==> src/rtl/byte_pair_pkg.sv <==
// Shared types and constants for the byte pair packer: pairing FSM states,
// the FIFO entry layout and the datapath widths.
package byte_pair_pkg;

    localparam int BYTE_W     = 8;
    localparam int PAIR_CNT_W = 16;

    typedef enum logic {
        EMPTY = 1'b0,
        HALF  = 1'b1
    } pair_state_e;

    typedef struct packed {
        logic [BYTE_W-1:0] num1;
        logic [BYTE_W-1:0] num2;
        logic              last;
        logic              odd;
    } pair_t;

endpackage

==> src/rtl/byte_pair_packer_if.sv <==
// Byte stream in, pair stream out. The packer uses the slave view and the
// producer/consumer environment uses the master view.
interface byte_pair_packer_if;
    import byte_pair_pkg::*;

    logic [BYTE_W-1:0] in_data;
    logic              in_valid;
    logic              in_last;
    logic              in_ready;
    logic [BYTE_W-1:0] num1;
    logic [BYTE_W-1:0] num2;
    logic              pair_last;
    logic              pair_odd;
    logic              out_valid;
    logic              out_ready;

    modport slave (
        input  in_data, in_valid, in_last, out_ready,
        output in_ready, num1, num2, pair_last, pair_odd, out_valid
    );

    modport master (
        output in_data, in_valid, in_last, out_ready,
        input  in_ready, num1, num2, pair_last, pair_odd, out_valid
    );

endinterface

==> src/rtl/byte_pair_packer_pair_fifo.sv <==
// Register-array synchronous FIFO of pair entries with full flag and
// occupancy count; pushes on full and pops on empty are ignored.
module pair_fifo
    import byte_pair_pkg::*;
#(
    parameter int DEPTH = 4
)
(
    input  logic                   clk,
    input  logic                   rst_n,
    input  logic                   push,
    input  pair_t                  wr_data,
    input  logic                   pop,
    output pair_t                  rd_data,
    output logic                   full,
    output logic [$clog2(DEPTH):0] count
);

    localparam int PTR_W = $clog2(DEPTH);

    pair_t            mem [DEPTH];
    logic [PTR_W-1:0] wr_ptr_reg;
    logic [PTR_W-1:0] rd_ptr_reg;
    logic [PTR_W:0]   count_reg;
    logic             empty;
    logic             push_ok;
    logic             pop_ok;

    assign full    = (count_reg == (PTR_W+1)'(DEPTH));
    assign empty   = (count_reg == '0);
    assign push_ok = push && !full;
    assign pop_ok  = pop && !empty;

    // Storage carries no reset; the head is only observed while count is non-zero.
    always_ff @(posedge clk) begin
        if (push_ok) begin
            mem[wr_ptr_reg] <= wr_data;
        end
    end

    always_ff @(posedge clk or negedge rst_n) begin
        if (!rst_n) begin
            wr_ptr_reg <= '0;
            rd_ptr_reg <= '0;
            count_reg  <= '0;
        end else begin
            if (push_ok) begin
                wr_ptr_reg <= wr_ptr_reg + 1'b1;
            end
            if (pop_ok) begin
                rd_ptr_reg <= rd_ptr_reg + 1'b1;
            end
            case ({push_ok, pop_ok})
                2'b10:   count_reg <= count_reg + 1'b1;
                2'b01:   count_reg <= count_reg - 1'b1;
                default: count_reg <= count_reg;
            endcase
        end
    end

    assign rd_data = mem[rd_ptr_reg];
    assign count   = count_reg;

endmodule

==> src/rtl/byte_pair_packer.sv <==
// Pairs consecutive bytes into (num1, num2) entries buffered in a small FIFO;
// an odd last byte is flushed with PAD. Define PAIR_CNT_EN to add pair_cnt.
module byte_pair_packer
    import byte_pair_pkg::*;
#(
    parameter int                DEPTH = 4,
    parameter logic [BYTE_W-1:0] PAD   = 8'h00
)
(
    input  logic                   clk,
    input  logic                   rst_n,
    byte_pair_packer_if.slave      bus
`ifdef PAIR_CNT_EN
    ,
    output logic [PAIR_CNT_W-1:0]  pair_cnt
`endif
);

    pair_state_e            state_reg;
    pair_state_e            state_next;
    logic [BYTE_W-1:0]      hold_reg;
    logic [BYTE_W-1:0]      hold_next;
    logic                   accept;
    logic                   push;
    logic                   pop;
    logic                   fifo_full;
    logic [$clog2(DEPTH):0] fifo_count;
    pair_t                  push_data;
    pair_t                  head;

    // in_ready depends only on the FIFO fill level, never on out_ready.
    assign bus.in_ready = !fifo_full;
    assign accept       = bus.in_valid && !fifo_full;
    assign pop          = bus.out_valid && bus.out_ready;

    always_ff @(posedge clk or negedge rst_n) begin
        if (!rst_n) begin
            state_reg <= EMPTY;
            hold_reg  <= '0;
        end else begin
            state_reg <= state_next;
            hold_reg  <= hold_next;
        end
    end

    always_comb begin
        state_next = state_reg;
        hold_next  = hold_reg;
        push       = 1'b0;
        push_data  = '{num1: hold_reg, num2: bus.in_data, last: bus.in_last, odd: 1'b0};
        case (state_reg)
            EMPTY: begin
                if (accept) begin
                    if (bus.in_last) begin
                        push      = 1'b1;
                        push_data = '{num1: bus.in_data, num2: PAD, last: 1'b1, odd: 1'b1};
                    end else begin
                        hold_next  = bus.in_data;
                        state_next = HALF;
                    end
                end
            end
            HALF: begin
                if (accept) begin
                    push       = 1'b1;
                    state_next = EMPTY;
                end
            end
            default: state_next = EMPTY;
        endcase
    end

    pair_fifo #(
        .DEPTH (DEPTH)
    ) u_pair_fifo (
        .clk     (clk),
        .rst_n   (rst_n),
        .push    (push),
        .wr_data (push_data),
        .pop     (pop),
        .rd_data (head),
        .full    (fifo_full),
        .count   (fifo_count)
    );

    // Head fields read as zero while nothing is buffered.
    assign bus.out_valid = (fifo_count != '0);
    assign bus.num1      = bus.out_valid ? head.num1 : '0;
    assign bus.num2      = bus.out_valid ? head.num2 : '0;
    assign bus.pair_last = bus.out_valid && head.last;
    assign bus.pair_odd  = bus.out_valid && head.odd;

`ifdef PAIR_CNT_EN
    logic [PAIR_CNT_W-1:0] pair_cnt_reg;

    always_ff @(posedge clk or negedge rst_n) begin
        if (!rst_n) begin
            pair_cnt_reg <= '0;
        end else if (pop) begin
            pair_cnt_reg <= pair_cnt_reg + 16'd1;
        end
    end

    assign pair_cnt = pair_cnt_reg;
`endif

endmodule

==> src/flat_wrapper.sv <==
// flat-port wrapper written by rule: the top's interface ports become plain ports
module byte_pair_packer_flat import byte_pair_pkg::*;
#(
    parameter int                DEPTH = 4,
    parameter logic [BYTE_W-1:0] PAD   = 8'h00
)
  (clk, rst_n, bus_in_data, bus_in_valid, bus_in_last, bus_out_ready, bus_in_ready, bus_num1, bus_num2, bus_pair_last, bus_pair_odd, bus_out_valid);
  byte_pair_packer_if bus_i ();
  input  logic clk;
  input  logic rst_n;
  input wire logic [$bits(bus_i.in_data)-1:0] bus_in_data;
  input wire logic [$bits(bus_i.in_valid)-1:0] bus_in_valid;
  input wire logic [$bits(bus_i.in_last)-1:0] bus_in_last;
  input wire logic [$bits(bus_i.out_ready)-1:0] bus_out_ready;
  output wire logic [$bits(bus_i.in_ready)-1:0] bus_in_ready;
  output wire logic [$bits(bus_i.num1)-1:0] bus_num1;
  output wire logic [$bits(bus_i.num2)-1:0] bus_num2;
  output wire logic [$bits(bus_i.pair_last)-1:0] bus_pair_last;
  output wire logic [$bits(bus_i.pair_odd)-1:0] bus_pair_odd;
  output wire logic [$bits(bus_i.out_valid)-1:0] bus_out_valid;
  assign bus_i.in_data = bus_in_data;
  assign bus_i.in_valid = bus_in_valid;
  assign bus_i.in_last = bus_in_last;
  assign bus_i.out_ready = bus_out_ready;
  assign bus_in_ready = bus_i.in_ready;
  assign bus_num1 = bus_i.num1;
  assign bus_num2 = bus_i.num2;
  assign bus_pair_last = bus_i.pair_last;
  assign bus_pair_odd = bus_i.pair_odd;
  assign bus_out_valid = bus_i.out_valid;
  byte_pair_packer #(.DEPTH(DEPTH), .PAD(PAD)) u_core (.clk(clk), .rst_n(rst_n), .bus(bus_i));
endmodule
==> config.mk <==
export PLATFORM = sky130hd
export DESIGN_NAME = byte_pair_packer_flat
export DESIGN_NICKNAME = d
export VERILOG_FILES = /design/src/rtl/byte_pair_pkg.sv /design/src/rtl/byte_pair_packer_if.sv /design/src/rtl/byte_pair_packer_pair_fifo.sv /design/src/rtl/byte_pair_packer.sv /design/src/flat_wrapper.sv
export SDC_FILE = /design/constraint.sdc
export NUM_CORES = 1
export LEC_CHECK = 0
export ABC_AREA = 1
export CORE_ASPECT_RATIO = 0.75
export CORE_MARGIN = 2
export CORE_UTILIZATION = 28
export DETAILED_ROUTE_END_ITERATION = 10
export GPL_ROUTABILITY_DRIVEN = 0
export PLACE_DENSITY_LB_ADDON = 0.12
export SLEW_MARGIN = 20
export SYNTH_ARGS = -nofsm -noshare
export SYNTH_HDL_FRONTEND = slang
export SYNTH_SLANG_ARGS = --single-unit
==> constraint.sdc <==
create_clock -name clk -period 1.81 [get_ports clk]
set_input_delay 0.362 -clock clk [delete_from_list [all_inputs] [get_ports clk]]
set_output_delay 0.362 -clock clk [all_outputs]
set_load 0.1 [all_outputs]
==> impl_results.md <==
* Gr usage total at ~14%
* First-pass GRT wire length at roughly 16 mm
* Commonest non-fill, non-tap cells in the layout: 126 x nand2_1, 90 x inv_1, 72 x edfxtp_1, 28 x buf_12, 25 x nand3_2
* DRC viols at 0
* YS warnings at 0
* CP max FO at 10
* Number of DRC markers in iteration 0 at 195
* Unrepaired setup endpoints after global routing: yes
* Synth-to-Final Area Change at 43.3%
* CTS tree: built
* Initial antenna violation count at 0
* Slew Limit Fails at 0
* DP Worst Slack at -218 ps
* Final min period at approximately 1900 ps
* Die area at roughly 0.016 mm²
* Via count at slightly below 3000
* CTS Sinks at approximately 90
* Post-synthesis sequential area ratio at between 60 and 70%
* Arrival @ worst endpoint at between 1500 and 2000 ps
* PortBufs at 32
* Post-synthesis average cell area at approximately 9.7 µm²
* Tightest Pin Transition at 259 ps
* Initial Utilization at 28.6%
* Maximum clock path buffer count at 2
* # IOs at 33
* Filler cells at about 1400
* Count of final setup violators at 18
* Failing checks: negative setup slack
* Routed WL at roughly 10 mm
* Core area at approximately 0.014 mm²
* Post-Synthesis Cells at 428
* Clock Skews at ~5 ps
* CTS root buf: clkbuf_16
* Post-CTS Hold Fix Bufs at 0
* Post-DRT Antenna Nets at 0
* Slew headroom at slightly above 80%
* CP Launch Type: register
* H-tree depth at 3
* HP Class: in2async
* Setup ws final at -102 ps
* Die height at approximately 110 µm
* Share of layout cells above drive strength 1 at approximately 27%
* Via density at 4.20
* Final net count at around 510
* Detail-routed net length per standard cell at about 14 µm
* Status: complete, but fails checks
* Area contributors post-synth: edfxtp_1 52%, nand2_1 12%, dfrtp_1 9.7%
* Finished Layout Cells at about 700
* Kind of critical path: reg2out
* Antenna Cells at 0
* CTS clock-pin slew for the worst setup and hold paths at 60 ps
* Syn Nets at about 450
* Largest net degree at the start of global routing at 27
* Max reg flops at 72
* Num rows at 38
* Max cap viols at 0
* Yosys top cell area share at a little over half
* Critical Path RT at around 1500 ps
* Total congestion overflow at 0
* Final Core Density at about two fifths
* CTS buffer count at 9
* Synthesized flop and latch total at between 80 and 90
* Clock Latency Late Sink at ~340 ps
* Post-synth cell types at 22
* Largest area contributor in the netlist: edfxtp_1
* Mapped cell area at slightly above 0.004 mm²
* CP endpoint kind: output port
* Peak Freq at 523 MHz
* # placed instances at 670
* HPWL Detailed at 6.32 mm
* Leading cell type in the layout, fill and taps excluded: nand2_1
* Vias in the first global route at between 2000 and 3000
* Final Hold Viols at 0
* Final period utilization at 106%
* Die Span X at approximately 140 µm
* TritonRoute pass-1 iters at 4
==> layout make-up <==
class	count	area [µm²]	area share (%)
multi-input cells	225	1470	24.8
repair buffers	65	876	14.8
inverters	99	388	6.55
clock buffers	9	225	3.80
repair inverters	2	27.5	0.465
well taps	200	250	4.23
clock inverters	7	124	2.09
flip-flops and latches	88	2560	43.3
==> critical path, cell delays in order, from the launching register on <==
cell and delay [ps]:
dfrtp_2 440, buf_4 190, nand2_1 80, nand3_1 120, a21oi_4 190, buf_12 190
==> final timing paths <==
check / startpoint / end / slack [ps] / cells past startpoint
worst max-delay path: u_core.u_pair_fifo.rd_ptr_reg[0]$_DFFE_PN0P_ / bus_num1[3] / -100 / 5
worst min-delay path: rst_n / u_core.state_reg$_DFF_PN0_ / 340 / 2
worst max register to register: u_core.u_pair_fifo.count[2]$_DFFE_PN0P_ / u_core.u_pair_fifo.count[2]$_DFFE_PN0P_ / 40 / 12
worst min register to register: u_core.hold_reg[5]$_DFFE_PN0P_ / u_core.hold_reg[5]$_DFFE_PN0P_ / 470 / 2
max in group asynchronous: rst_n / u_core.u_pair_fifo.rd_ptr_reg[0]$_DFFE_PN0P_ / 1250 / 2
min in group clk: u_core.hold_reg[5]$_DFFE_PN0P_ / u_core.hold_reg[5]$_DFFE_PN0P_ / 470 / 2
==> cell usage after synthesis (all sizes together) <==
library cell	number
clkbuf	4
clkinv	1
fa	1
a21oi	18
ha	5
nand4	19
nand3	43
buf	12
edfxtp	72
inv	98
o21ai	2
xnor2	2
dfrtp	16
nand2	129
nor2	6
==> through the flow <==
stage	cell area (µm²)	TNS, ps	hold slack (ps)
6_report	5920	-1360	343
5_1_grt	5920	-2730	370
2_1_floorplan	4370	-12900	66.4
3_3_place_gp	5310	-15020	455
3_5_place_dp	5310	-17760	460
4_1_cts	5840	-1810	345
==> per-layer routing <==
metal  vias up  share of wire, %  track usage [%]
li1       1490                 -                -
met1      1362                50             19.4
met2        50                44             20.6
met3        20               3.4             3.12
met4         0               2.4             5.96
met5         -                 0                0
==> timing repair <==
item                                    4_1_cts  5_1_grt
cloned                                        2        0
endpoints found under the setup margin       18       26
gates resized for setup                      27       16
buffers inserted                              4        3
pin swaps                                     5        7
==> cells by family after synthesis <==
family                   synth area share [%]
adder cells (fa/ha/maj)                  2.00
buffers and inverters                    11.2
AND/OR/NAND/NOR                          22.0
flip-flops                               62.0
XOR/XNOR                                0.424
AO/OA/AOI/OAI                            2.42
Power is not shown: default switching activity piles up to over one toggle a cycle in this logic, so the estimate is an artifact.
